File: config.mk
export PLATFORM = sky130hd
export DESIGN_NAME = spi_rx_deserializer_flat
export DESIGN_NICKNAME = d
export VERILOG_FILES = /design/src/rtl/spi_rx_deserializer_if.sv /design/src/rtl/spi_rx_deserializer.sv /design/src/flat_wrapper.sv
export SDC_FILE = /design/constraint.sdc
export NUM_CORES = 1
export LEC_CHECK = 0
export BUFFER_PORTS_ARGS = -buffer_cell sky130_fd_sc_hd__buf_4
export CAP_MARGIN = 20
export CORE_ASPECT_RATIO = 1.25
export CORE_MARGIN = 2
export CORE_UTILIZATION = 60
export CTS_BUF_LIST = sky130_fd_sc_hd__clkbuf_4
export DETAILED_ROUTE_END_ITERATION = 16
export PLACE_DENSITY_LB_ADDON = 0.05
export SYNTH_ARGS = -nofsm -noshare
export SYNTH_HDL_FRONTEND = slang
export SYNTH_SLANG_ARGS = --single-unit
File: constraint.sdc
create_clock -name clk -period 5.1 [get_ports clk]
set_input_delay 0.255 -clock clk [delete_from_list [all_inputs] [get_ports clk]]
set_output_delay 0.255 -clock clk [all_outputs]
set_load 0.1 [all_outputs]
File: src/rtl/spi_rx_deserializer_if.sv
// spi_rx_deserializer_if: RX FIFO read/status bus between the SPI receive path and the register block.
// Signals:
//   pop       register block -> deserializer, one-cycle pulse that removes the head word
//   ov_clear  register block -> deserializer, one-cycle pulse that clears the sticky overflow flag
//   data_out  head word, show-ahead, 0 when empty
//   fe/ff/fo  empty / full / sticky overflow
//   level     number of words held, 0..2**PW
// Modports: master = register block, slave = deserializer.
interface spi_rx_deserializer_if #(
    parameter int M  = 32,
    parameter int PW = 4
);
    logic          pop;
    logic          ov_clear;
    logic [M-1:0]  data_out;
    logic          fe;
    logic          ff;
    logic          fo;
    logic [PW:0]   level;

    modport master (output pop, ov_clear, input data_out, fe, ff, fo, level);
    modport slave  (input pop, ov_clear, output data_out, fe, ff, fo, level);
endinterface

File: src/rtl/spi_rx_deserializer.sv
// spi_rx_deserializer: SPI receive path that samples rx on sclk edges, assembles MSB-first words and queues them in an RX FIFO.
// Ports:
//   clk, reset   system clock, synchronous active-high reset
//   enable       low forces the FSM to IDLE (FIFO contents kept)
//   sclk         serial clock, generated synchronously in the clk domain
//   active       high while the serializer is transferring
//   word_len     bits per word 1..31, 0 disables capture
//   sample_fall  1 = sample on falling sclk edge, 0 = rising
//   rx           asynchronous serial data
//   bus          FIFO read/status interface (slave side)
module spi_rx_deserializer #(
    parameter int N  = 16,
    parameter int M  = 32,
    parameter int PW = 4
) (
    input  logic       clk,
    input  logic       reset,
    input  logic       enable,
    input  logic       sclk,
    input  logic       active,
    input  logic [4:0] word_len,
    input  logic       sample_fall,
    input  logic       rx,
    spi_rx_deserializer_if.slave bus
);
    typedef enum logic [1:0] {IDLE, SHIFT, PUSH} state_t;

    state_t        state_q, state_d;
    logic          rx_m_q, rx_s_q, sclk_q;
    logic [4:0]    cnt_q, cnt_d;
    logic [M-1:0]  shift_q, shift_d;
    logic [M-1:0]  mem_q [N];
    logic [PW-1:0] wp_q, wp_d, rp_q, rp_d;
    logic [PW:0]   level_q, level_d;
    logic          fo_q, fo_d;
    logic          smp, push, fe, ff, do_push, do_pop, ovf;

    assign smp = sample_fall ? (~sclk & sclk_q) : (sclk & ~sclk_q);

    always_comb begin
        state_d = state_q;
        cnt_d   = cnt_q;
        shift_d = shift_q;
        case (state_q)
            IDLE: if (active && word_len != 5'd0) begin
                state_d = SHIFT;
                cnt_d   = word_len;
                shift_d = '0;
            end
            SHIFT: if (smp) begin
                shift_d = {shift_q[M-2:0], rx_s_q};
                cnt_d   = cnt_q - 5'd1;
                // the final bit completes the word even if active drops in the same cycle
                state_d = (cnt_q == 5'd1) ? PUSH : (active ? SHIFT : IDLE);
            end else if (!active) begin
                state_d = IDLE;
            end
            default: state_d = IDLE;
        endcase
        if (!enable) state_d = IDLE;
    end

    assign fe      = (level_q == '0);
    assign ff      = (level_q == (PW+1)'(N));
    assign push    = (state_q == PUSH);
    assign do_pop  = bus.pop & ~fe;
    // a pop in the same cycle frees a slot, so a full FIFO still accepts the word
    assign do_push = push & (~ff | bus.pop);
    assign ovf     = push & ff & ~bus.pop;

    always_comb begin
        wp_d    = wp_q + PW'(do_push);
        rp_d    = rp_q + PW'(do_pop);
        level_d = level_q + (PW+1)'(do_push) - (PW+1)'(do_pop);
        fo_d    = ovf | (fo_q & ~bus.ov_clear);
    end

    always_ff @(posedge clk) begin
        if (reset) begin
            state_q <= IDLE;
            rx_m_q  <= 1'b0;
            rx_s_q  <= 1'b0;
            sclk_q  <= 1'b0;
            cnt_q   <= '0;
            shift_q <= '0;
            wp_q    <= '0;
            rp_q    <= '0;
            level_q <= '0;
            fo_q    <= 1'b0;
        end else begin
            state_q <= state_d;
            rx_m_q  <= rx;
            rx_s_q  <= rx_m_q;
            sclk_q  <= sclk;
            cnt_q   <= cnt_d;
            shift_q <= shift_d;
            wp_q    <= wp_d;
            rp_q    <= rp_d;
            level_q <= level_d;
            fo_q    <= fo_d;
        end
    end

    always_ff @(posedge clk) begin
        if (do_push) mem_q[wp_q] <= shift_q;
    end

    assign bus.data_out = fe ? '0 : mem_q[rp_q];
    assign bus.fe       = fe;
    assign bus.ff       = ff;
    assign bus.fo       = fo_q;
    assign bus.level    = level_q;
endmodule

File: src/flat_wrapper.sv
// flat-port wrapper written by rule: the top's interface ports become plain ports
module spi_rx_deserializer_flat 
#(
    parameter int N  = 16,
    parameter int M  = 32,
    parameter int PW = 4
)
  (clk, reset, enable, sclk, active, word_len, sample_fall, rx, bus_pop, bus_ov_clear, bus_data_out, bus_fe, bus_ff, bus_fo, bus_level);
  spi_rx_deserializer_if #(.M(M), .PW(PW)) bus_i ();
  input  logic clk;
  input  logic reset;
  input  logic enable;
  input  logic sclk;
  input  logic active;
  input  logic [4:0] word_len;
  input  logic sample_fall;
  input  logic rx;
  input wire logic [$bits(bus_i.pop)-1:0] bus_pop;
  input wire logic [$bits(bus_i.ov_clear)-1:0] bus_ov_clear;
  output wire logic [$bits(bus_i.data_out)-1:0] bus_data_out;
  output wire logic [$bits(bus_i.fe)-1:0] bus_fe;
  output wire logic [$bits(bus_i.ff)-1:0] bus_ff;
  output wire logic [$bits(bus_i.fo)-1:0] bus_fo;
  output wire logic [$bits(bus_i.level)-1:0] bus_level;
  assign bus_i.pop = bus_pop;
  assign bus_i.ov_clear = bus_ov_clear;
  assign bus_data_out = bus_i.data_out;
  assign bus_fe = bus_i.fe;
  assign bus_ff = bus_i.ff;
  assign bus_fo = bus_i.fo;
  assign bus_level = bus_i.level;
  spi_rx_deserializer #(.N(N), .M(M), .PW(PW)) u_core (.clk(clk), .reset(reset), .enable(enable), .sclk(sclk), .active(active), .word_len(word_len), .sample_fall(sample_fall), .rx(rx), .bus(bus_i));
endmodule
==> results.cfg <==
[sta]
fin_skew_ns = 0.0334
setup_ws_ns = 1.36
slew_violations = 0
tns_ns = 0
grt_setup_unrepaired = no
slew_headroom = 0.324
fin_crit_sh = 0.734
setup_viol = 0
hold_viol = 0
fin_crit_ns = 3.74
worst_pin_slew_ns = 1.01
clock.fmax_mhz = 267
finalHoldWorstSlack_ns = 0.0698

[global_route]
grt_use_total = 0.251
grt_overflow = 0
met3_usage = 0.0561
grt_max_degree = 56
use_met1 = 0.339
grt_busiest_layer = met2
antenna_found_initial = 1
grt_pass1_wl_microns = 69600
met2_usage = 0.414
grt_pass1_vias = 11900

[clocking]
cts-root-buf = clkbuf_4
cts.clk_slew.worst_paths_ns = 0.07
cts_sinks = 568
htree_num_levels = 4
tritoncts = yes
clockBufferDepth = 3
clk_latency_ns = 0.81
cts_made_buffers = 134

[status]
outcome = complete, no violations

[synth]
ys_seq_elements = 568
avgSynthCellArea_sq_um = 20.2
synthCells = 1084
ys_seq_area_frac = 0.752
ys_types = 54
synth-edff-count = 512
synth_fp_nets = 1111
async_flop_share = 0
syn_area_sq_um = 21900
yosysWarnings = 0
ys.flop_type = edfxtp_1

[finish]
final_area_sq_um = 24900
mostFrequentLayoutCells = 512 x edfxtp_1, 210 x clkbuf_4, 128 x mux4_2
drive_gt1_frac = 0.335
nFillCells = 2418
area_delta_synth_final_pct = 13.4
nets = 1284
final_common_cell = edfxtp_1

[place]
placed_cell_area_sq_um = 23000
io_buffer_count = 53
gp_congestion = 0.724
dp_hpwl_microns = 24700
dpl_worst_slack_ns = 2.06

[die]
ioPinCount = 54
num_rows = 78
die_area_sq_um = 38100
coreArea_sq_um = 36200
die_w_microns = 175
initial_core_util = 0.606
die_y_microns = 218

[detailed_routing]
final_antenna_net_count = 0
drt-vias-per-instance = 6.12
vias = 11200
drt_iter0_drc = 948
routed_wl_microns = 45600
post-route-drc-count = 0
drt_first_pass_iters = 5
wire_per_inst_microns = 25.0

[critical_path]
worst_path_most_repeated_cell = buf_4
r2r_start = u_core.state_q[0]
cpMaxStageDelayCell = dfxtp_4
worstPathMaxFanout = 36
cpPeakStageDelay_ns = 0.84
end_kind = output pin
critPathTopFamily = multiplexers
cp-startpoint = u_core.rp_q[0]
crit_chain = buf_4 > mux4_2 > mux2i_1 > o22ai_1 > buf_4
worstSetupStartpointType = flop
crit_buf_inv = 2
arrival_ns = 3.49
setup.worst_path.class = reg2out
required_ns = 4.85

[power_and_ir_drop]
powerDensity_nw_per_um2 = 446
total_power_w = 0.0111
power.switching_w = 0.00336
netSwitchingFraction = 0.303
peakVddDrop_v = 0.000724
power.share.clock = 0.315
combPwrFrac = 0.219
p_leak_nw = 8.76
p_int_w = 0.00773
p_seq_frac = 0.467

[min_path]
hp-start = sample_fall
hold_path.class = in2reg

[flow_run]
maxCapViolCount = 0
==> timing repair <==
action                    4_1_cts  5_1_grt
gates resized for setup         0        0
hold endpoints to repair       56        0
hold buffers                   20        0
setup buffers                   0        0
==> cells in the mapped netlist, drive strengths merged (2+ instances only) <==
cell,count,area share
edfxtp,512,0.70
mux4,128,0.13
nand3,69,0.016
mux2i,65,0.030
dfxtp,56,0.051
buf,42,0.011
a21oi,37,0.0086
o22ai,32,0.0091
clkbuf,23,0.0040
nor2,22,0.0038
nor2b,14,0.0040
ha,12,0.0068
inv,12,0.0021
nor3,8,0.0018
nand2,5,0.00086
o21ai,4,0.0016
xnor2,4,0.0016
nand2b,3,0.00086
nor3b,3,0.0013
o21a,3,0.0010
xor2,3,0.0012
a31oi,2,0.00057
nand3b,2,0.00068
or3,2,0.00057
==> worst min-delay path, delay by kind of cell <==
| family | cells | cell delay [ns] |
|---|---|---|
| compound gates | 1 | 0.25 |
| simple gates | 2 | 0.23 |
| buf+inv | 1 | 0.08 |
==> metrics by stage <==
stage / utilization / instances
final: 0.687 / 1829
after floorplan: - / 1084
after global placement: 0.634 / 1579
after global routing: 0.687 / 1829
after detailed placement: 0.636 / 1581
after CTS: 0.687 / 1828
==> path summary, 6_finish.rpt <==
kind,endpoint,depth (start not counted),slack (ns)
worst max-delay path,bus_data_out[11],5,1.36
worst max register to register,u_core.mem_q[12][26],5,2.07
worst min-delay path,u_core.state_q[1],4,0.07
worst min register to register,u_core.rx_s_q,1,0.43
==> cell families after synthesis <==
kind of cell,share of synthesized area
compound gates,0.0253
buf+inv,0.0167
xor+xnor,0.00280
simple gates,0.0340
flops,0.752
mux,0.161
fa+ha+maj,0.00776
==> cell type report <==
class | count | area, sq um | area share
Timing Repair Buffer | 102 | 881 | 0.0354
Inverter | 12 | 45.0 | 0.00181
Sequential cell | 568 | 16500 | 0.664
Multi-Input combinational cell | 439 | 5190 | 0.209
Clock buffer | 210 | 1580 | 0.0634
Clock inverter | 17 | 63.8 | 0.00257
Antenna cell | 1 | 2.50 | 0.000101
Tap cell | 480 | 601 | 0.0242
==> power groups by stage <==
stage | sequential, W | clock (W) | combinational (W)
5_1_grt | 0.00519 | 0.00380 | 0.00256
4_1_cts | 0.00518 | 0.00358 | 0.00246
6_report | 0.00517 | 0.00349 | 0.00242
3_3_place_gp | 0.00528 | 0 | 0.00244
2_1_floorplan | 0.00526 | 0 | 0.00193
3_5_place_dp | 0.00528 | 0 | 0.00244
==> flip-flops by register name, summed over array words and instances (netlist names) <==
| signal | count |
|---|---|
| u_core.bus.fo | 1 |
| u_core.state_q | 2 |
| u_core.rp_q | 4 |
| u_core.sclk_q | 1 |
| u_core.bus.level | 5 |
| u_core.mem_q | 512 |
| u_core.cnt_q | 5 |
| u_core.rx_s_q | 1 |
| u_core.rx_m_q | 1 |
| u_core.wp_q | 4 |
| u_core.shift_q | 32 |
==> metal layers <==
metal / vias to the layer above / part of all wire / wire (microns)
met5: - / 0 / 0
met4: 0 / 0.014 / 640
met3: 57 / 0.065 / 2960
met2: 429 / 0.51 / 23400
met1: 5805 / 0.41 / 18600
li1: 4901 / - / -
(Power assumes the default switching activity.)
